`src/rtl/serial_pkg.sv`:
```
// Shared types and constants for the serial link.
// SERIAL_TX_PARITY_EN adds the PARITY state to the transmit FSM encoding.
package serial_pkg;

  localparam int unsigned NbitsDataDefault = 4;

  localparam logic LineIdle  = 1'b1;
  localparam logic LineStart = 1'b0;
  localparam logic LineStop  = 1'b1;

`ifdef SERIAL_TX_PARITY_EN
  typedef enum logic [2:0] {StIdle, StStart, StData, StParity, StStop} tx_state_t;
`else
  typedef enum logic [1:0] {StIdle, StStart, StData, StStop} tx_state_t;
`endif

endpackage

```
`src/rtl/serial_tx_if.sv`:
```
// Word handshake into the serial transmitter: producer is master, transmitter is slave.
interface serial_tx_if #(
  parameter int unsigned NBITS_DATA = serial_pkg::NbitsDataDefault
);
  logic [NBITS_DATA-1:0] data_in;
  logic                  valid_in;
  logic                  ready_out;

  modport master (output data_in, output valid_in, input ready_out);
  modport slave  (input data_in, input valid_in, output ready_out);
endinterface

```
`src/rtl/serial_bit_timer.sv`:
```
// Per-bit down-counter; bit_end marks the last cycle of each line bit.
module serial_bit_timer #(
  parameter int unsigned BIT_CYCLES = 1
) (
  input  logic clk_2,
  input  logic reset,
  input  logic load,
  output logic bit_end
);
  localparam int unsigned CntW = $clog2(BIT_CYCLES + 1);
  localparam logic [CntW-1:0] Reload = CntW'(BIT_CYCLES - 1);

  logic [CntW-1:0] cnt_q, cnt_d;

  assign bit_end = (cnt_q == '0);

  always_comb begin
    cnt_d = cnt_q - CntW'(1);
    if (load || bit_end) cnt_d = Reload;
  end

  always_ff @(posedge clk_2) begin
    if (reset) cnt_q <= '0;
    else       cnt_q <= cnt_d;
  end
endmodule

```
`src/rtl/serial_tx.sv`:
```
// LSB-first frame transmitter: start, data, optional even parity, stop.
// Define SERIAL_TX_PARITY_EN to insert the parity bit after the data bits.
module serial_tx
  import serial_pkg::*;
#(
  parameter int unsigned NBITS_DATA = NbitsDataDefault,
  parameter int unsigned BIT_CYCLES = 1
) (
  input  logic                            clk_2,
  input  logic                            reset,
  serial_tx_if.slave                      tx_if,
  output logic                            serial_out,
  output logic                            busy,
  output logic [$clog2(NBITS_DATA+1)-1:0] bit_idx,
  output logic                            frame_done
);
  localparam int unsigned IdxW = $clog2(NBITS_DATA + 1);
  localparam logic [IdxW-1:0] LastIdx = IdxW'(NBITS_DATA - 1);

  tx_state_t             state_q, state_d;
  logic [NBITS_DATA-1:0] shift_q, shift_d;
  logic [IdxW-1:0]       bit_idx_q, bit_idx_d;
  logic                  accept, bit_end, last_bit, data_bit_end;

  assign accept       = (state_q == StIdle) && tx_if.valid_in;
  assign last_bit     = (bit_idx_q == LastIdx);
  assign data_bit_end = (state_q == StData) && bit_end;

  serial_bit_timer #(
    .BIT_CYCLES(BIT_CYCLES)
  ) u_bit_timer (
    .clk_2  (clk_2),
    .reset  (reset),
    .load   (accept),
    .bit_end(bit_end)
  );

  always_ff @(posedge clk_2) begin
    if (reset) state_q <= StIdle;
    else       state_q <= state_d;
  end

  always_comb begin
    state_d = state_q;
    unique case (state_q)
      StIdle:  if (accept) state_d = StStart;
      StStart: if (bit_end) state_d = StData;
      StData: begin
        if (bit_end && last_bit) begin
`ifdef SERIAL_TX_PARITY_EN
          state_d = StParity;
`else
          state_d = StStop;
`endif
        end
      end
`ifdef SERIAL_TX_PARITY_EN
      StParity: if (bit_end) state_d = StStop;
`endif
      StStop:  if (bit_end) state_d = StIdle;
      default: state_d = StIdle;
    endcase
  end

  always_comb begin
    shift_d   = shift_q;
    bit_idx_d = bit_idx_q;
    if (accept) begin
      shift_d = tx_if.data_in;
    end else if (data_bit_end) begin
      shift_d   = shift_q >> 1;
      bit_idx_d = last_bit ? '0 : bit_idx_q + IdxW'(1);
    end
  end

`ifdef SERIAL_TX_PARITY_EN
  logic parity_q, parity_d;

  // Accumulates each bit as it leaves the line, so it is complete when DATA ends.
  always_comb begin
    parity_d = parity_q;
    if (accept)            parity_d = 1'b0;
    else if (data_bit_end) parity_d = parity_q ^ shift_q[0];
  end

  always_ff @(posedge clk_2) begin
    if (reset) parity_q <= 1'b0;
    else       parity_q <= parity_d;
  end
`endif

  always_ff @(posedge clk_2) begin
    if (reset) begin
      shift_q   <= '0;
      bit_idx_q <= '0;
    end else begin
      shift_q   <= shift_d;
      bit_idx_q <= bit_idx_d;
    end
  end

  always_comb begin
    serial_out = LineIdle;
    unique case (state_q)
      StIdle:   serial_out = LineIdle;
      StStart:  serial_out = LineStart;
      StData:   serial_out = shift_q[0];
`ifdef SERIAL_TX_PARITY_EN
      StParity: serial_out = parity_q;
`endif
      StStop:   serial_out = LineStop;
      default:  serial_out = LineIdle;
    endcase
    tx_if.ready_out = (state_q == StIdle);
    busy            = (state_q != StIdle);
    frame_done      = (state_q == StStop) && bit_end;
    bit_idx         = bit_idx_q;
  end
endmodule

```
`src/flat_wrapper.sv`:
```
// flat-port wrapper written by rule: the top's interface ports become plain ports
module serial_tx_flat import serial_pkg::*;
#(
  parameter int unsigned NBITS_DATA = NbitsDataDefault,
  parameter int unsigned BIT_CYCLES = 1
)
  (clk_2, reset, serial_out, busy, bit_idx, frame_done, tx_if_data_in, tx_if_valid_in, tx_if_ready_out);
  serial_tx_if #(.NBITS_DATA(NBITS_DATA)) tx_if_i ();
  input  logic clk_2;
  input  logic reset;
  output logic serial_out;
  output logic busy;
  output logic [$clog2(NBITS_DATA+1)-1:0] bit_idx;
  output logic frame_done;
  input wire logic [$bits(tx_if_i.data_in)-1:0] tx_if_data_in;
  input wire logic [$bits(tx_if_i.valid_in)-1:0] tx_if_valid_in;
  output wire logic [$bits(tx_if_i.ready_out)-1:0] tx_if_ready_out;
  assign tx_if_i.data_in = tx_if_data_in;
  assign tx_if_i.valid_in = tx_if_valid_in;
  assign tx_if_ready_out = tx_if_i.ready_out;
  serial_tx #(.NBITS_DATA(NBITS_DATA), .BIT_CYCLES(BIT_CYCLES)) u_core (.clk_2(clk_2), .reset(reset), .tx_if(tx_if_i), .serial_out(serial_out), .busy(busy), .bit_idx(bit_idx), .frame_done(frame_done));
endmodule
```
`config.mk`:
```
export PLATFORM = sky130hd
export DESIGN_NAME = serial_tx_flat
export DESIGN_NICKNAME = d
export VERILOG_FILES = /design/src/rtl/serial_pkg.sv /design/src/rtl/serial_tx_if.sv /design/src/rtl/serial_bit_timer.sv /design/src/rtl/serial_tx.sv /design/src/flat_wrapper.sv
export SDC_FILE = /design/constraint.sdc
export NUM_CORES = 1
export LEC_CHECK = 0
export ABC_CLOCK_PERIOD_IN_PS = 4500
export CELL_PAD_IN_SITES_DETAIL_PLACEMENT = 2
export CELL_PAD_IN_SITES_GLOBAL_PLACEMENT = 2
export CORE_MARGIN = 1
export CORE_UTILIZATION = 28
export CTS_BUF_LIST = sky130_fd_sc_hd__clkbuf_8 sky130_fd_sc_hd__clkbuf_16
export CTS_CLUSTER_DIAMETER = 200
export CTS_CLUSTER_SIZE = 28
export DETAILED_ROUTE_END_ITERATION = 8
export GPL_TIMING_DRIVEN = 1
export PLACE_DENSITY = 0.79
export RECOVER_POWER = 100
export REMOVE_ABC_BUFFERS = 1
export SLEW_MARGIN = 20
export SYNTH_ARGS = -nofsm -noshare
export SYNTH_HDL_FRONTEND = slang
export SYNTH_SLANG_ARGS = --single-unit
```
`constraint.sdc`:
```
create_clock -name clk_2 -period 4.5 [get_ports clk_2]
set_clock_uncertainty 0.2 [all_clocks]
set_input_delay 0.675 -clock clk_2 [delete_from_list [all_inputs] [get_ports clk_2]]
set_output_delay 0.675 -clock clk_2 [all_outputs]
set_load 0.01 [all_outputs]
```
After elaboration in Yosys (flattened, before gate mapping)
Cells that the tools add are included.

Add/subtract/negate cells: 2. Eq/ne operators: 8. Multiplexer cells: 9. Bitwise operators: 2. Reductions and logical operators: 12.

Operators by type and width (count): two-way mux 2 bit (4); two-way mux 4 bit (2); one-hot mux 2 bit (4 select lines) (1); != test 2 bit (second input constant) (3); equality test 2 bit (second input constant) (2); logical AND 1 bit (4); AND reduction 4 bit (1); nonzero test 2 bit (2); OR reduction 2 bit (2); adder 3 x 1 -> 3 bit (second input constant) (1); equality test 3 x 2 -> 1 bit (second input constant) (1); two-way mux 3 bit (1); one-hot mux 1 bit (3 select lines) (1); equality test 2 x 1 -> 1 bit (second input constant) (1); logical NOT 2 bit (1); != test 2 x 1 -> 1 bit (second input constant) (1); inverter 1 bit (2); AND reduction 2 bit (1); logical OR 1 bit (1); subtractor 1 bit (second input constant) (1).

Bits in registers: 10. Output and inout bits: 7.

Depth between registers and ports, before layout
Gate-level depths: netlist of the first run.

Depth in word-level cells: 4. Depth in mapped cells: 5. Mapped depth without buffers: 5.

By module
Synthesis of the first run repeated with hierarchy kept, for this count alone.

Cell total of the unflattened synthesis: 61. Area total of the unflattened synthesis: 530.5 um^2.

By module, submodules not included: serial_tx (instances 1, cells an instance 58, area each 503.0 um^2, seq. area each 180.2 um^2); serial_bit_timer (instances 1, cells an instance 3, area each 27.5 um^2, seq. area each 20.0 um^2).

Least setup slack after synthesis of the first run
No wires, ideal clock.

Path kind: register -> output. Start point: register u_core.state_q[0]. End point: output serial_out. Arrival: 0.965 ns. Setup slack: 2.660 ns. Cell stages (with the launch flop): 4. Path buffers: 0. Path through: dfxtp_1 > inv_1 > ha_1 > a21oi_1.

Word-level cells in the longest chain between the ends: 3.

RTL lines: start: declaration (line serial_tx.sv:20) `tx_state_t state_q, state_d;`; start signal: assignment (line serial_tx.sv:39) `if (reset) state_q <= StIdle;`; start signal: assignment (line serial_tx.sv:40) `else state_q <= state_d;`; equality test 2 bit / logical NOT 2 bit (equally long branches) (line serial_tx.sv:104) `unique case (state_q)`; OR reduction 2 bit (no line); one-hot mux 1 bit (3 select lines) * (line serial_tx.sv:104); end: declaration (line flat_wrapper.sv:11) `output logic serial_out;`.

Mark *: on every way between the ends. The rest lies on a longest branch, timed or not.

Worst setup path in the final report of the first run
Ends and elaborated chain as after synthesis.

==> flow_summary.html, run 1 <==
<table>
<tr><th>Metric</th><th>Value</th></tr>
<tr><th colspan="2">Run status</th></tr>
<tr><td>Outcome</td><td>finished, final reports clean</td></tr>
<tr><th colspan="2">Setup path</th></tr>
<tr><td>Launch point of the worst path</td><td>u_core.state_q[0]$_SDFFE_PP0P_</td></tr>
<tr><td>Category of the most critical setup path</td><td>flop to output pin</td></tr>
<tr><td>Launch point of the worst reg-to-reg path</td><td>u_core.bit_idx[0]$_SDFFE_PP0P_</td></tr>
<tr><td>Max FO, Critical Path</td><td>4</td></tr>
<tr><td>Slowest stage cell, crit path</td><td>dlygate4sd3_1</td></tr>
<tr><td>Data required time at the worst endpoint</td><td>3.62 ns</td></tr>
<tr><td>Worst Path Arrival</td><td>1.79 ns</td></tr>
<tr><td>Setup crit end kind</td><td>output pin</td></tr>
<tr><td>Setup crit start kind</td><td>flop</td></tr>
<tr><td>Reg2reg setup slack</td><td>2.66 ns</td></tr>
<tr><td>Ordered cell list for the critical path</td><td>inv_1 -&gt; ha_1 -&gt; a21oi_1 -&gt; dlygate4sd3_1</td></tr>
<tr><td>CP peak stage delay</td><td>0.61 ns</td></tr>
<tr><th colspan="2">Drt</th></tr>
<tr><td>Routed wire length</td><td>1320 µm</td></tr>
<tr><td>Drt initial violations</td><td>0</td></tr>
<tr><td>Post-detailed-route via-to-cell ratio</td><td>4.78</td></tr>
<tr><td>WL/cell</td><td>13.0 µm</td></tr>
<tr><td>Detail Route Antenna Nets</td><td>0</td></tr>
<tr><td>Via Count</td><td>483</td></tr>
<tr><td>TritonRoute pass-1 iters</td><td>1</td></tr>
<tr><td>DRC</td><td>0</td></tr>
<tr><th colspan="2">CTS</th></tr>
<tr><td>Clock tree from TritonCTS</td><td>built</td></tr>
<tr><td>Register clock-pin slew on the reported worst setup and hold paths</td><td>0.05 ns</td></tr>
<tr><td># clock sinks</td><td>10</td></tr>
<tr><td>Maximum buffer depth of the clock tree</td><td>2</td></tr>
<tr><td>Root cell of the clock tree</td><td>clkbuf_8</td></tr>
<tr><td>Clock latency of the later-clocked register in the worst-skew pair</td><td>0.23 ns</td></tr>
<tr><td>Number of buffers inserted for hold repair after clock tree synthesis</td><td>0</td></tr>
<tr><td>Count of instances resized after the clock tree is built</td><td>0</td></tr>
<tr><td>Number of setup buffers added after CTS</td><td>0</td></tr>
<tr><td>Number of levels in the clock H-tree</td><td>1</td></tr>
<tr><td>Inserted Clock Buffers</td><td>3</td></tr>
<tr><th colspan="2">Timing</th></tr>
<tr><td>RSZ-0062 raised after global routing</td><td>no</td></tr>
<tr><td>Peak Freq</td><td>0.376 GHz</td></tr>
<tr><td>Number of hold-slack violations in the final timing report</td><td>0</td></tr>
<tr><td>Pins Over Slew Limit</td><td>0</td></tr>
<tr><td>Setup Viol. Count Final</td><td>0</td></tr>
<tr><td>Clock period minus final worst setup slack</td><td>2.66 ns</td></tr>
<tr><td>Final cycle utilization of the critical path</td><td>59.1%</td></tr>
<tr><td>Post-Route Setup TNS</td><td>0 ns</td></tr>
<tr><th colspan="2">Floorplanning</th></tr>
<tr><td>Core Box Area</td><td>1760 µm²</td></tr>
<tr><td># IOs</td><td>14</td></tr>
<tr><td>Floorplan row count</td><td>15</td></tr>
<tr><td>Effective utilization at floorplan</td><td>30.4%</td></tr>
<tr><td>Die Wd</td><td>45.7 µm</td></tr>
<tr><td>DIE HEIGHT</td><td>45.7 µm</td></tr>
<tr><td>Floorplan die area</td><td>2090 µm²</td></tr>
<tr><th colspan="2">Global routing</th></tr>
<tr><td>Pin count of the biggest net entering global routing</td><td>11</td></tr>
<tr><td>First-pass GRT wire length</td><td>2070 µm</td></tr>
<tr><td>GR Overflow Total</td><td>0</td></tr>
<tr><td>Combined global-route utilization of all metal layers</td><td>14.6%</td></tr>
<tr><td>Number of global-route vias before repair</td><td>460</td></tr>
<tr><td>Number of antenna violations at the first check in global routing</td><td>0</td></tr>
<tr><th colspan="2">Finish</th></tr>
<tr><td>Synthesis-to-layout area growth</td><td>37.1%</td></tr>
<tr><td>Final instance area</td><td>734 µm²</td></tr>
<tr><td>Layout cell share with drive strength beyond 1</td><td>3.95%</td></tr>
<tr><td>ANT cells</td><td>0</td></tr>
<tr><td>Total number of nets in the final design</td><td>92</td></tr>
<tr><th colspan="2">Synthesis</th></tr>
<tr><td>Distinct cell type count after synthesis</td><td>22</td></tr>
<tr><td>Netlist Area Pre-Place</td><td>536 µm²</td></tr>
<tr><td>Synthesized area divided by synthesized cell count</td><td>8.78 µm²</td></tr>
<tr><td>Number of register bits inferred by synthesis</td><td>10</td></tr>
<tr><td>Syn Inst Count</td><td>61</td></tr>
<tr><td>Yosys synthesis warning count</td><td>0</td></tr>
<tr><td>Share of the yosys chip area belonging to registers</td><td>37.4%</td></tr>
<tr><th colspan="2">Placement</th></tr>
<tr><td>Routability cong.</td><td>0.715</td></tr>
<tr><td>Placed Instance Area</td><td>693 µm²</td></tr>
<tr><td>Half-perimeter wire length of the detailed placement result</td><td>986 µm</td></tr>
<tr><td>Total of buffers placed on input and output ports</td><td>13</td></tr>
<tr><th colspan="2">Worst hold path</th></tr>
<tr><td>Min-Delay Startpoint</td><td>u_core.bit_idx[2]$_SDFFE_PP0P_</td></tr>
<tr><td>Hold/Removal Path Class</td><td>flop to flop</td></tr>
<tr><th colspan="2">Pwr</th></tr>
<tr><td>Power per cell area</td><td>553 nW/µm²</td></tr>
<tr><td>Cell leakage power</td><td>0.303 nW</td></tr>
<tr><td>Maximum ir drop on the vdd rail</td><td>178 µV</td></tr>
<tr><td>PnR Total Power</td><td>0.406 mW</td></tr>
<tr><th colspan="2">Run</th></tr>
<tr><td>Max-cap violation count</td><td>0</td></tr>
</table>
==> area by class of cell <==
| class | count | area, µm² |
|---|---|---|
| clock buffers | 3 | 41.3 |
| fillers | 200 | 1030 |
| inverters | 4 | 15.0 |
| multi-input cells | 46 | 317 |
| flip-flops and latches | 10 | 200 |
| well taps | 25 | 31.3 |
| repair buffers | 13 | 130 |
==> layout by cell type, fill, tap and decap left out, drive strengths merged <==
master,count
dfxtp,10
nand2,9
dlygate4sd3,8
ha,7
clkdlybuf4s50,5
a21oi,4
inv,4
a311oi,4
nand2b,3
nor2,3
clkbuf,3
nor2b,2
nand3,2
o21ai,2
and2b,1
or3b,1
o21a,1
a211o,1
mux2i,1
nor4,1
a211oi,1
and2,1
a2111o,1
conb,1
==> cell usage after synthesis <==
cell	count	area share, %
nor2_1	3	2.1
a211oi_1	1	1.4
mux2i_1	1	1.9
conb_1	1	0.70
ha_1	7	16
dfxtp_1	10	37
nor2b_1	2	2.3
o21a_1	1	1.4
a2111o_1	1	2.1
a21oi_1	4	3.7
nor4_1	1	1.2
and2b_1	1	1.4
or3b_1	1	1.6
o21ai_0	2	1.9
a211o_1	1	1.6
a311oi_1	4	6.5
buf_1	1	0.70
nand2b_1	3	3.5
and2_1	1	1.2
inv_1	4	2.8
nand2_1	9	6.3
nand3_1	2	1.9
==> path summary, 6_finish.rpt <==
check	end	cells after the start
max reg2reg	u_core.state_q[0]$_SDFFE_PP0P_	4
min	u_core.bit_idx[2]$_SDFFE_PP0P_	2
max	serial_out	4
min reg2reg	u_core.bit_idx[2]$_SDFFE_PP0P_	2
==> metrics by stage <==
| step | hold slack, ns | std cells | worst slack, ns | utilization, % |
|---|---|---|---|---|
| floorplan | 0.242 | 60 | 2.66 | - |
| global placement | 0.258 | 98 | 2.16 | 39.3 |
| detailed placement | 0.272 | 98 | 2.13 | 39.3 |
| CTS | 0.292 | 101 | 1.88 | 41.6 |
| global route | 0.302 | 101 | 1.73 | 41.6 |
| finish | 0.282 | 101 | 1.84 | 41.6 |
==> registers in the layout, summed over array words and instances, names as in the netlist <==
register                  cells
u_core.u_bit_timer.cnt_q      1
u_core.state_q                2
u_core.bit_idx                3
u_core.shift_q                4
==> logic make-up after synthesis <==
family	synth area share (%)
AND/OR/NAND/NOR	21.5
AO/OA/AOI/OAI	18.7
flip-flops	37.4
adder cells (fa/ha/maj)	16.4
buffers and inverters	3.50
multiplexers	1.87
other	0.700
==> critical path, delay by kind of cell, from the launching register on <==
kind | cells | cell delay (ns)
buffers and inverters | 2 | 0.73
DFF | 1 | 0.37
adders and majority gates | 1 | 0.32
AOI/OAI and AO/OA | 1 | 0.13
==> metal layers <==
metal	vias up	wire [µm]	global-route usage, %
met2	11	611	20.9
met4	0	10	8.82
li1	241	-	-
met3	2	51	3.57
met5	-	0	0
met1	229	644	19.5
==> power breakdown <==
part / internal (mW) / switching [mW] / leakage (nW)
combinational: 0.0871 / 0.100 / 0.199
sequential: 0.109 / 0.0166 / 0.0822
clock: 0.0586 / 0.0349 / 0.0216
(Power assumes the default switching activity.)
==> run 2: changes to the inputs <==
ABC_CLOCK_PERIOD_IN_PS = 2400   (was 4500)
CORE_UTILIZATION = 24   (was 28)
PLACE_DENSITY = 0.73   (was 0.79)
clock period = 2.4 ns   (was 4.5 ns; I/O delays follow)
==> run 2 against run 1 <==
Compared with the run above:
- sequential power is 87% higher
- worst setup slack worse by 1.7 ns
- sequential cell count stayed put
- core utilization is 4.5 points lower
- count of clock-buffer cells in the layout is 1 higher
- register-to-register slack worse by 2.1 ns
- largest power group unchanged
- largest cell class unchanged
- first-iteration DRC count is 4 higher
- sequential share of layout area is 0.59 points lower
- clock power is 130% higher
- non-clock buffer count stayed put
==> flow_summary.html, run 2 (synthesis gave the netlist of run 1 again) <==
<table>
<tr><th>Metric</th><th>Value</th></tr>
<tr><th colspan="2">Run status</th></tr>
<tr><td>Outcome</td><td>finished, final reports clean</td></tr>
<tr><th colspan="2">Timing</th></tr>
<tr><td>Post-Route Setup TNS</td><td>0 ns (unchanged)</td></tr>
<tr><td>Peak Freq</td><td>0.439 GHz</td></tr>
<tr><td>RSZ-0062 raised after global routing</td><td>no</td></tr>
<tr><td>Pins Over Slew Limit</td><td>0 (unchanged)</td></tr>
<tr><td>Setup Viol. Count Final</td><td>0 (unchanged)</td></tr>
<tr><td>Min Hold Slack</td><td>0.272 ns (-0.00923 ns)</td></tr>
<tr><td>Clock period minus final worst setup slack</td><td>2.28 ns</td></tr>
<tr><td>Number of hold-slack violations in the final timing report</td><td>0 (unchanged)</td></tr>
<tr><td>Final cycle utilization of the critical path</td><td>94.9%</td></tr>
<tr><th colspan="2">Finish</th></tr>
<tr><td>ANT cells</td><td>0 (unchanged)</td></tr>
<tr><td>Leading cell type in the layout, fill and taps excluded</td><td>dfxtp_1</td></tr>
<tr><td>Number of flip-flops under the largest register name</td><td>4 (unchanged)</td></tr>
<tr><td>Most used cells in the layout excluding fill and tap cells</td><td>dfxtp_1, nand2_1, ha_1, clkdlybuf4s50_1, dlygate4sd3_1</td></tr>
<tr><td>Synthesis-to-layout area growth</td><td>40.2%</td></tr>
<tr><td>Total number of nets in the final design</td><td>92 (unchanged)</td></tr>
<tr><td>Largest register by flop count</td><td>u_core.shift_q</td></tr>
<tr><td>Layout cell share with drive strength beyond 1</td><td>5.19% (+1.2 points)</td></tr>
<tr><td>Filler Cells Inserted</td><td>230 (+15%)</td></tr>
<tr><td>Final instance area</td><td>751 µm² (+2.2%)</td></tr>
<tr><th colspan="2">Floorplanning</th></tr>
<tr><td>Effective utilization at floorplan</td><td>26.5% (-3.9 points)</td></tr>
<tr><td># IOs</td><td>14 (unchanged)</td></tr>
<tr><td>Floorplan die area</td><td>2420 µm² (+16%)</td></tr>
<tr><td>DIE HEIGHT</td><td>49.2 µm (+7.7%)</td></tr>
<tr><td>Floorplan row count</td><td>16 (+1)</td></tr>
<tr><td>Die Wd</td><td>49.2 µm (+7.7%)</td></tr>
<tr><td>Core Box Area</td><td>2020 µm² (+15%)</td></tr>
<tr><th colspan="2">CTS</th></tr>
<tr><td>Maximum buffer depth of the clock tree</td><td>2 (unchanged)</td></tr>
<tr><td># clock sinks</td><td>10 (unchanged)</td></tr>
<tr><td>Clock latency of the later-clocked register in the worst-skew pair</td><td>0.24 ns (about the same)</td></tr>
<tr><td>Number of levels in the clock H-tree</td><td>1 (unchanged)</td></tr>
<tr><td>Register clock-pin slew on the reported worst setup and hold paths</td><td>0.05 ns (about the same)</td></tr>
<tr><td>Number of setup buffers added after CTS</td><td>0 (unchanged)</td></tr>
<tr><td>Inserted Clock Buffers</td><td>3 (unchanged)</td></tr>
<tr><td>Number of buffers inserted for hold repair after clock tree synthesis</td><td>0 (unchanged)</td></tr>
<tr><td>Count of instances resized after the clock tree is built</td><td>0 (unchanged)</td></tr>
<tr><td>Clock tree from TritonCTS</td><td>built</td></tr>
<tr><td>Root cell of the clock tree</td><td>clkbuf_8</td></tr>
<tr><th colspan="2">Global routing</th></tr>
<tr><td>Pin count of the biggest net entering global routing</td><td>11 (unchanged)</td></tr>
<tr><td>Combined global-route utilization of all metal layers</td><td>13.3% (-1.2 points)</td></tr>
<tr><td>GR Overflow Total</td><td>0 (unchanged)</td></tr>
<tr><td>First-pass GRT wire length</td><td>2390 µm (+15%)</td></tr>
<tr><td>Number of global-route vias before repair</td><td>538 (+17%)</td></tr>
<tr><td>Number of antenna violations at the first check in global routing</td><td>0 (unchanged)</td></tr>
<tr><th colspan="2">Setup path</th></tr>
<tr><td>Launch point of the worst reg-to-reg path</td><td>u_core.bit_idx[0]$_SDFFE_PP0P_</td></tr>
<tr><td>Slowest stage cell, crit path</td><td>clkdlybuf4s50_1</td></tr>
<tr><td>FF-to-FF path depth</td><td>4 (unchanged)</td></tr>
<tr><td>Setup crit end kind</td><td>output pin</td></tr>
<tr><td>Category of the most critical setup path</td><td>flop to output pin</td></tr>
<tr><td>Ordered cell list for the critical path</td><td>inv_1 -&gt; ha_1 -&gt; nand2_1 -&gt; a21oi_1 -&gt; clkdlybuf4s50_1</td></tr>
<tr><td>Reg2reg setup slack</td><td>0.58 ns (-2.08 ns)</td></tr>
<tr><td>Launch point of the worst path</td><td>u_core.state_q[0]$_SDFFE_PP0P_</td></tr>
<tr><td>Worst Path Arrival</td><td>1.72 ns (-0.07 ns)</td></tr>
<tr><td>Worst R2R End</td><td>u_core.state_q[0]$_SDFFE_PP0P_</td></tr>
<tr><td>Dominant delay contributor by cell family on the critical path</td><td>buffers and inverters</td></tr>
<tr><td>Max FO, Critical Path</td><td>5 (+1)</td></tr>
<tr><td>Setup crit start kind</td><td>flop</td></tr>
<tr><td>CP bufs+invs</td><td>2 (unchanged)</td></tr>
<tr><td>Data required time at the worst endpoint</td><td>1.84 ns (-1.78 ns)</td></tr>
<tr><td>CP peak stage delay</td><td>0.54 ns (-0.07 ns)</td></tr>
<tr><th colspan="2">Placement</th></tr>
<tr><td>Routability cong.</td><td>0.769 (+7.4%)</td></tr>
<tr><td>Placed Instance Area</td><td>696 µm² (+0.36%)</td></tr>
<tr><td>Total of buffers placed on input and output ports</td><td>13 (unchanged)</td></tr>
<tr><td>Half-perimeter wire length of the detailed placement result</td><td>1010 µm (+2.0%)</td></tr>
<tr><th colspan="2">Worst hold path</th></tr>
<tr><td>Hold/Removal Path Class</td><td>flop to flop</td></tr>
<tr><td>Hold path endpoint</td><td>u_core.bit_idx[2]$_SDFFE_PP0P_</td></tr>
<tr><td>Worst hold path cell count</td><td>2 (unchanged)</td></tr>
<tr><td>Min-Delay Startpoint</td><td>u_core.bit_idx[2]$_SDFFE_PP0P_</td></tr>
<tr><th colspan="2">Drt</th></tr>
<tr><td>DRC</td><td>0 (unchanged)</td></tr>
<tr><td>WL/cell</td><td>13.5 µm (+3.9%)</td></tr>
<tr><td>Via Count</td><td>501 (+3.7%)</td></tr>
<tr><td>Detail Route Antenna Nets</td><td>0 (unchanged)</td></tr>
<tr><td>Drt initial violations</td><td>4 (+4)</td></tr>
<tr><td>Routed wire length</td><td>1410 µm (+7.0%)</td></tr>
<tr><td>Post-detailed-route via-to-cell ratio</td><td>4.82 (+0.73%)</td></tr>
<tr><td>TritonRoute pass-1 iters</td><td>2 (+1)</td></tr>
<tr><th colspan="2">Pwr</th></tr>
<tr><td>Cell leakage power</td><td>0.310 nW (+2.2%)</td></tr>
<tr><td>Power per cell area</td><td>1080 nW/µm² (+96%)</td></tr>
<tr><td>Maximum ir drop on the vdd rail</td><td>331 µV (+86%)</td></tr>
<tr><th colspan="2">Run</th></tr>
<tr><td>Max-cap violation count</td><td>0 (unchanged)</td></tr>
</table>
## run 2: cell count changes in the layout (fill, tap and decap cells not counted), sizes merged
cell           previous run  this run
clkdlybuf4s50             5         7
clkbuf                    3         4
dlygate4sd3               8         6
## run 2: how the worst max path moves through the flow
stage,cells after the start,to
2_1_floorplan,4,u_core.state_q[0]$_SDFFE_PP0P_
3_3_place_gp,4,serial_out
3_5_place_dp,4,serial_out
4_1_cts,5,serial_out
5_1_grt,4,serial_out
6_report,5,serial_out
## run 2: report_power, final
part / total, mW / leakage, nW / switching, mW / internal, mW
sequential: 0.234 / 0.0822 / 0.0303 / 0.204
combinational: 0.363 / 0.199 / 0.193 / 0.170
clock: 0.216 / 0.0288 / 0.0716 / 0.145
## run 2: stage by stage
| step | std cells | utilization [%] | power, mW | setup WS, ns |
|---|---|---|---|---|
| after floorplan | 60 | - | 0.449 | 0.681 |
| after global placement | 100 | 34.4 | 0.605 | 0.366 |
| after detailed placement | 100 | 34.4 | 0.615 | 0.362 |
| after CTS | 104 | 37.1 | 0.842 | 0.0896 |
| after global routing | 104 | 37.1 | 0.881 | 0.00118 |
| final | 104 | 37.1 | 0.813 | 0.123 |
## run 2: layout make-up
| type | instances | area, µm² | share of cell area, % |
|---|---|---|---|
| clock buffers | 4 | 55.1 | 7.33 |
| repair buffers | 13 | 130 | 17.3 |
| well taps | 27 | 33.8 | 4.50 |
| multi-input cells | 46 | 317 | 42.2 |
| inverters | 4 | 15.0 | 2.00 |
| flip-flops and latches | 10 | 200 | 26.7 |
## run 2: tightest hold or removal path: stages (launching register included)
cell and delay [ns]:
dfxtp_1 0.31, inv_1 0.07, a311oi_1 0.04
## run 2: routing by layer
layer	track usage (%)	share of wire (%)
met5	0	0
met4	5.88	1.2
met3	3.12	3.3
met2	23.3	53
met1	15.2	43
==> run 3: changes to the inputs <==
CORE_UTILIZATION = 23   (was 24)
PLACE_DENSITY = 0.7   (was 0.73)
SYNTH_HIERARCHICAL = 1   (was default)
==> run 3 against run 2 <==
Compared with the run above:
- non-clock buffer count is the same
- sequential cell count is the same
- die area grew 3.2%
- fmax shrank 2.0%
- design area grew 0.17%
- global-route usage grew 0.59 points
- wire length grew 5.1%
- count of clock-buffer cells in the layout is the same
- core utilization shrank 2.8 points
- largest cell class unchanged
- combinational power shrank 1%
==> flow_summary.html, run 3 <==
<table>
<tr><th>Metric</th><th>Value</th></tr>
<tr><th colspan="2">Run status</th></tr>
<tr><td>Outcome</td><td>finished, final reports clean</td></tr>
<tr><th colspan="2">Synthesis</th></tr>
<tr><td>Post-synth EDFFs</td><td>0 (unchanged)</td></tr>
<tr><td>Main flop type after synthesis</td><td>dfxtp_1</td></tr>
<tr><td>Yosys synthesis warning count</td><td>6 (+6)</td></tr>
<tr><td>Cell types with the highest counts after synthesis</td><td>dfxtp_1, inv_1, nand2_1, ha_1</td></tr>
<tr><td>Number of register bits inferred by synthesis</td><td>10 (unchanged)</td></tr>
<tr><td>Ys async rst share</td><td>0% (unchanged)</td></tr>
<tr><td>Area contributors post-synth</td><td>dfxtp_1, ha_1, inv_1</td></tr>
<tr><td>Netlist Area Pre-Place</td><td>531 µm² (-0.93%)</td></tr>
<tr><td>Synthesized area divided by synthesized cell count</td><td>8.70 µm² (-0.93%)</td></tr>
<tr><td>Share of the yosys chip area belonging to registers</td><td>37.7% (+0.35 points)</td></tr>
<tr><td>Largest area contributor in the netlist</td><td>dfxtp_1</td></tr>
<tr><td>Distinct cell type count after synthesis</td><td>23 (+4.5%)</td></tr>
<tr><td>Syn Inst Count</td><td>61 (unchanged)</td></tr>
<tr><td>Share of the synthesized area in the top cell type</td><td>37.7% (+0.35 points)</td></tr>
<tr><td>Most repeated cell in the gate-level netlist after synthesis</td><td>dfxtp_1</td></tr>
<tr><th colspan="2">Timing</th></tr>
<tr><td>Number of hold-slack violations in the final timing report</td><td>0 (unchanged)</td></tr>
<tr><td>Pins Over Slew Limit</td><td>0 (unchanged)</td></tr>
<tr><td>Peak Freq</td><td>0.430 GHz (-2.0%)</td></tr>
<tr><td>Clock period minus final worst setup slack</td><td>2.32 ns (+0.0472 ns)</td></tr>
<tr><td>Post-Route Setup TNS</td><td>0 ns (unchanged)</td></tr>
<tr><td>RSZ-0062 raised after global routing</td><td>no</td></tr>
<tr><td>Min Hold Slack</td><td>0.280 ns (+0.00785 ns)</td></tr>
<tr><td>Final cycle utilization of the critical path</td><td>96.8% (+2.0 points)</td></tr>
<tr><td>Setup Viol. Count Final</td><td>0 (unchanged)</td></tr>
<tr><th colspan="2">Drt</th></tr>
<tr><td>Detail Route Antenna Nets</td><td>0 (unchanged)</td></tr>
<tr><td>Post-detailed-route via-to-cell ratio</td><td>4.61 (-4.2%)</td></tr>
<tr><td>WL/cell</td><td>14.0 µm (+3.1%)</td></tr>
<tr><td>Met2 routed wirelength</td><td>706 µm (-4.6%)</td></tr>
<tr><td>Routed wire length</td><td>1480 µm (+5.1%)</td></tr>
<tr><td>Topmost layer with routed signal wires</td><td>met4</td></tr>
<tr><td>Drt initial violations</td><td>1 (-3)</td></tr>
<tr><td>Wire length on met3</td><td>44 µm (-6.4%)</td></tr>
<tr><td>DRC</td><td>0 (unchanged)</td></tr>
<tr><td>TritonRoute pass-1 iters</td><td>4 (+2)</td></tr>
<tr><td>Wire length on met1</td><td>688 µm (+14%)</td></tr>
<tr><td>Via Count</td><td>489 (-2.4%)</td></tr>
<tr><th colspan="2">Setup path</th></tr>
<tr><td>Worst Path Arrival</td><td>1.76 ns (+0.04 ns)</td></tr>
<tr><td>CP peak stage delay</td><td>0.55 ns (about the same)</td></tr>
<tr><td>Data required time at the worst endpoint</td><td>1.84 ns (about the same)</td></tr>
<tr><td>Max FO, Critical Path</td><td>4 (-1)</td></tr>
<tr><td>Slowest stage cell, crit path</td><td>clkdlybuf4s50_1</td></tr>
<tr><td>Setup crit end kind</td><td>output pin</td></tr>
<tr><td>Setup crit start kind</td><td>flop</td></tr>
<tr><td>Ordered cell list for the critical path</td><td>inv_1 -&gt; ha_1 -&gt; a21oi_1 -&gt; clkdlybuf4s50_1</td></tr>
<tr><td>Category of the most critical setup path</td><td>flop to output pin</td></tr>
<tr><th colspan="2">Placement</th></tr>
<tr><td>Half-perimeter wire length of the detailed placement result</td><td>1070 µm (+5.9%)</td></tr>
<tr><td>Cells after DPL</td><td>102 (+2.0%)</td></tr>
<tr><td>Routability cong.</td><td>0.679 (-12%)</td></tr>
<tr><td>Placed Instance Area</td><td>696 µm² (unchanged)</td></tr>
<tr><td>Total of buffers placed on input and output ports</td><td>13 (unchanged)</td></tr>
<tr><th colspan="2">Floorplanning</th></tr>
<tr><td>Floorplan row count</td><td>17 (+1)</td></tr>
<tr><td>Effective utilization at floorplan</td><td>24.2% (-2.3 points)</td></tr>
<tr><td>DIE HEIGHT</td><td>50.0 µm (+1.6%)</td></tr>
<tr><td>Die Wd</td><td>50.0 µm (+1.6%)</td></tr>
<tr><td># IOs</td><td>14 (unchanged)</td></tr>
<tr><td>Core Box Area</td><td>2190 µm² (+8.4%)</td></tr>
<tr><td>Floorplan die area</td><td>2500 µm² (+3.2%)</td></tr>
<tr><th colspan="2">Finish</th></tr>
<tr><td>Non-filler instance count after layout</td><td>106 (+1.9%)</td></tr>
<tr><td>Largest register by flop count</td><td>u_core/shift_q</td></tr>
<tr><td>Synthesis-to-layout area growth</td><td>41.7%</td></tr>
<tr><td>Number of flip-flops under the largest register name</td><td>4 (unchanged)</td></tr>
<tr><td>Filler Cells Inserted</td><td>262 (+14%)</td></tr>
<tr><td>Layout cell share with drive strength beyond 1</td><td>12.8% (+7.6 points)</td></tr>
<tr><td>Total number of nets in the final design</td><td>92 (unchanged)</td></tr>
<tr><td>ANT cells</td><td>0 (unchanged)</td></tr>
<tr><td>Final instance area</td><td>752 µm² (+0.17%)</td></tr>
<tr><td>Most used cells in the layout excluding fill and tap cells</td><td>dfxtp_1, inv_1, nand2_1</td></tr>
<tr><td>Leading cell type in the layout, fill and taps excluded</td><td>dfxtp_1</td></tr>
<tr><th colspan="2">CTS</th></tr>
<tr><td>Register clock-pin slew on the reported worst setup and hold paths</td><td>0.05 ns (about the same)</td></tr>
<tr><td>Clock latency of the later-clocked register in the worst-skew pair</td><td>0.24 ns (about the same)</td></tr>
<tr><td>Clock tree from TritonCTS</td><td>built</td></tr>
<tr><td>Number of levels in the clock H-tree</td><td>1 (unchanged)</td></tr>
<tr><td># clock sinks</td><td>10 (unchanged)</td></tr>
<tr><td>Root cell of the clock tree</td><td>clkbuf_8</td></tr>
<tr><td>Inserted Clock Buffers</td><td>3 (unchanged)</td></tr>
<tr><td>Count of instances resized after the clock tree is built</td><td>0 (unchanged)</td></tr>
<tr><td>Maximum buffer depth of the clock tree</td><td>2 (unchanged)</td></tr>
<tr><td>Number of buffers inserted for hold repair after clock tree synthesis</td><td>0 (unchanged)</td></tr>
<tr><td>Number of setup buffers added after CTS</td><td>0 (unchanged)</td></tr>
<tr><th colspan="2">Pwr</th></tr>
<tr><td>Maximum ir drop on the vdd rail</td><td>334 µV (+0.81%)</td></tr>
<tr><td>Cell leakage power</td><td>0.329 nW (+6.0%)</td></tr>
<tr><td>Power per cell area</td><td>1090 nW/µm² (+0.57%)</td></tr>
<tr><th colspan="2">Global routing</th></tr>
<tr><td>Number of antenna violations at the first check in global routing</td><td>0 (unchanged)</td></tr>
<tr><td>First-pass GRT wire length</td><td>2500 µm (+4.6%)</td></tr>
<tr><td>Number of global-route vias before repair</td><td>546 (+1.5%)</td></tr>
<tr><td>Pin count of the biggest net entering global routing</td><td>10 (-1)</td></tr>
<tr><td>GR Overflow Total</td><td>0 (unchanged)</td></tr>
<tr><td>Combined global-route utilization of all metal layers</td><td>13.9% (+0.59 points)</td></tr>
<tr><th colspan="2">Worst hold path</th></tr>
<tr><td>Hold/Removal Path Class</td><td>flop to flop</td></tr>
<tr><th colspan="2">Run</th></tr>
<tr><td>Max-cap violation count</td><td>0 (unchanged)</td></tr>
</table>
run 3: cell types whose count changed after synthesis, moves of 2 or more:
cell and change:
inv_1 +3, nand2_1 -2, nand2_2 +2, nand2b_1 -3
nand3_1 +2
run 3: cell families (layout without fill, tap and decap cells):
family | count (synthesis) | in the layout | share of synthesized area (%)
flip-flops | 10 | 10 | 37.7
AO/OA/AOI/OAI | 13 | 13 | 18.4
adder cells (fa/ha/maj) | 6 | 6 | 14.2
other | 1 | 1 | 0.707
AND/OR/NAND/NOR | 22 | 22 | 21.5
multiplexers | 1 | 1 | 1.89
buffers and inverters | 8 | 25 | 5.66
run 3: cell type report:
type | instances | area (µm²) | share of cell area [%]
Multi-Input combinational cell | 43 | 300 | 39.9
Sequential cell | 10 | 201 | 26.8
Timing Repair Buffer | 13 | 130 | 17.3
Clock buffer | 4 | 55.1 | 7.32
Tap cell | 28 | 35.0 | 4.66
Inverter | 8 | 30.0 | 3.99
run 3: worst paths after layout:
check | start | to | slack (ns) | depth (start not counted)
setup / recovery | u_core/state_q[1]$_SDFFE_PP0P_ | serial_out | 0.08 | 4
hold / removal | u_core/shift_q[3]$_SDFFE_PP0P_ | u_core/shift_q[3]$_SDFFE_PP0P_ | 0.28 | 2
setup reg to reg | u_core/state_q[1]$_SDFFE_PP0P_ | u_core/bit_idx[1]$_SDFFE_PP0P_ | 0.28 | 6
hold reg to reg | u_core/shift_q[3]$_SDFFE_PP0P_ | u_core/shift_q[3]$_SDFFE_PP0P_ | 0.28 | 2
run 3: per-layer routing:
metal	vias up	global-route usage, %
met3	4	2.78
li1	245	-
met2	11	24.0
met4	0	8.57
met1	229	15.3
met5	-	0
run 3: stage by stage:
stage	power, mW	utilization (%)	setup WS, ns
finish	0.819	34.3	0.0759
global placement	0.603	31.8	0.388
detailed placement	0.617	31.8	0.318
global route	0.884	34.3	0.0207
CTS	0.848	34.3	0.0191
floorplan	0.451	-	0.579
run 3: where the power goes:
part / internal [mW] / total (mW) / switching, mW
clock: 0.145 / 0.220 / 0.0749
sequential: 0.207 / 0.242 / 0.0349
combinational: 0.170 / 0.358 / 0.187
total: 0.522 / 0.819 / 0.297
run 3: worst max-delay path: cells and delay by family (launching register included):
kind,cells,cell delay [ns]
compound gates,1,0.14
fa+ha+maj,1,0.32
buf+inv,2,0.67
flops,1,0.39
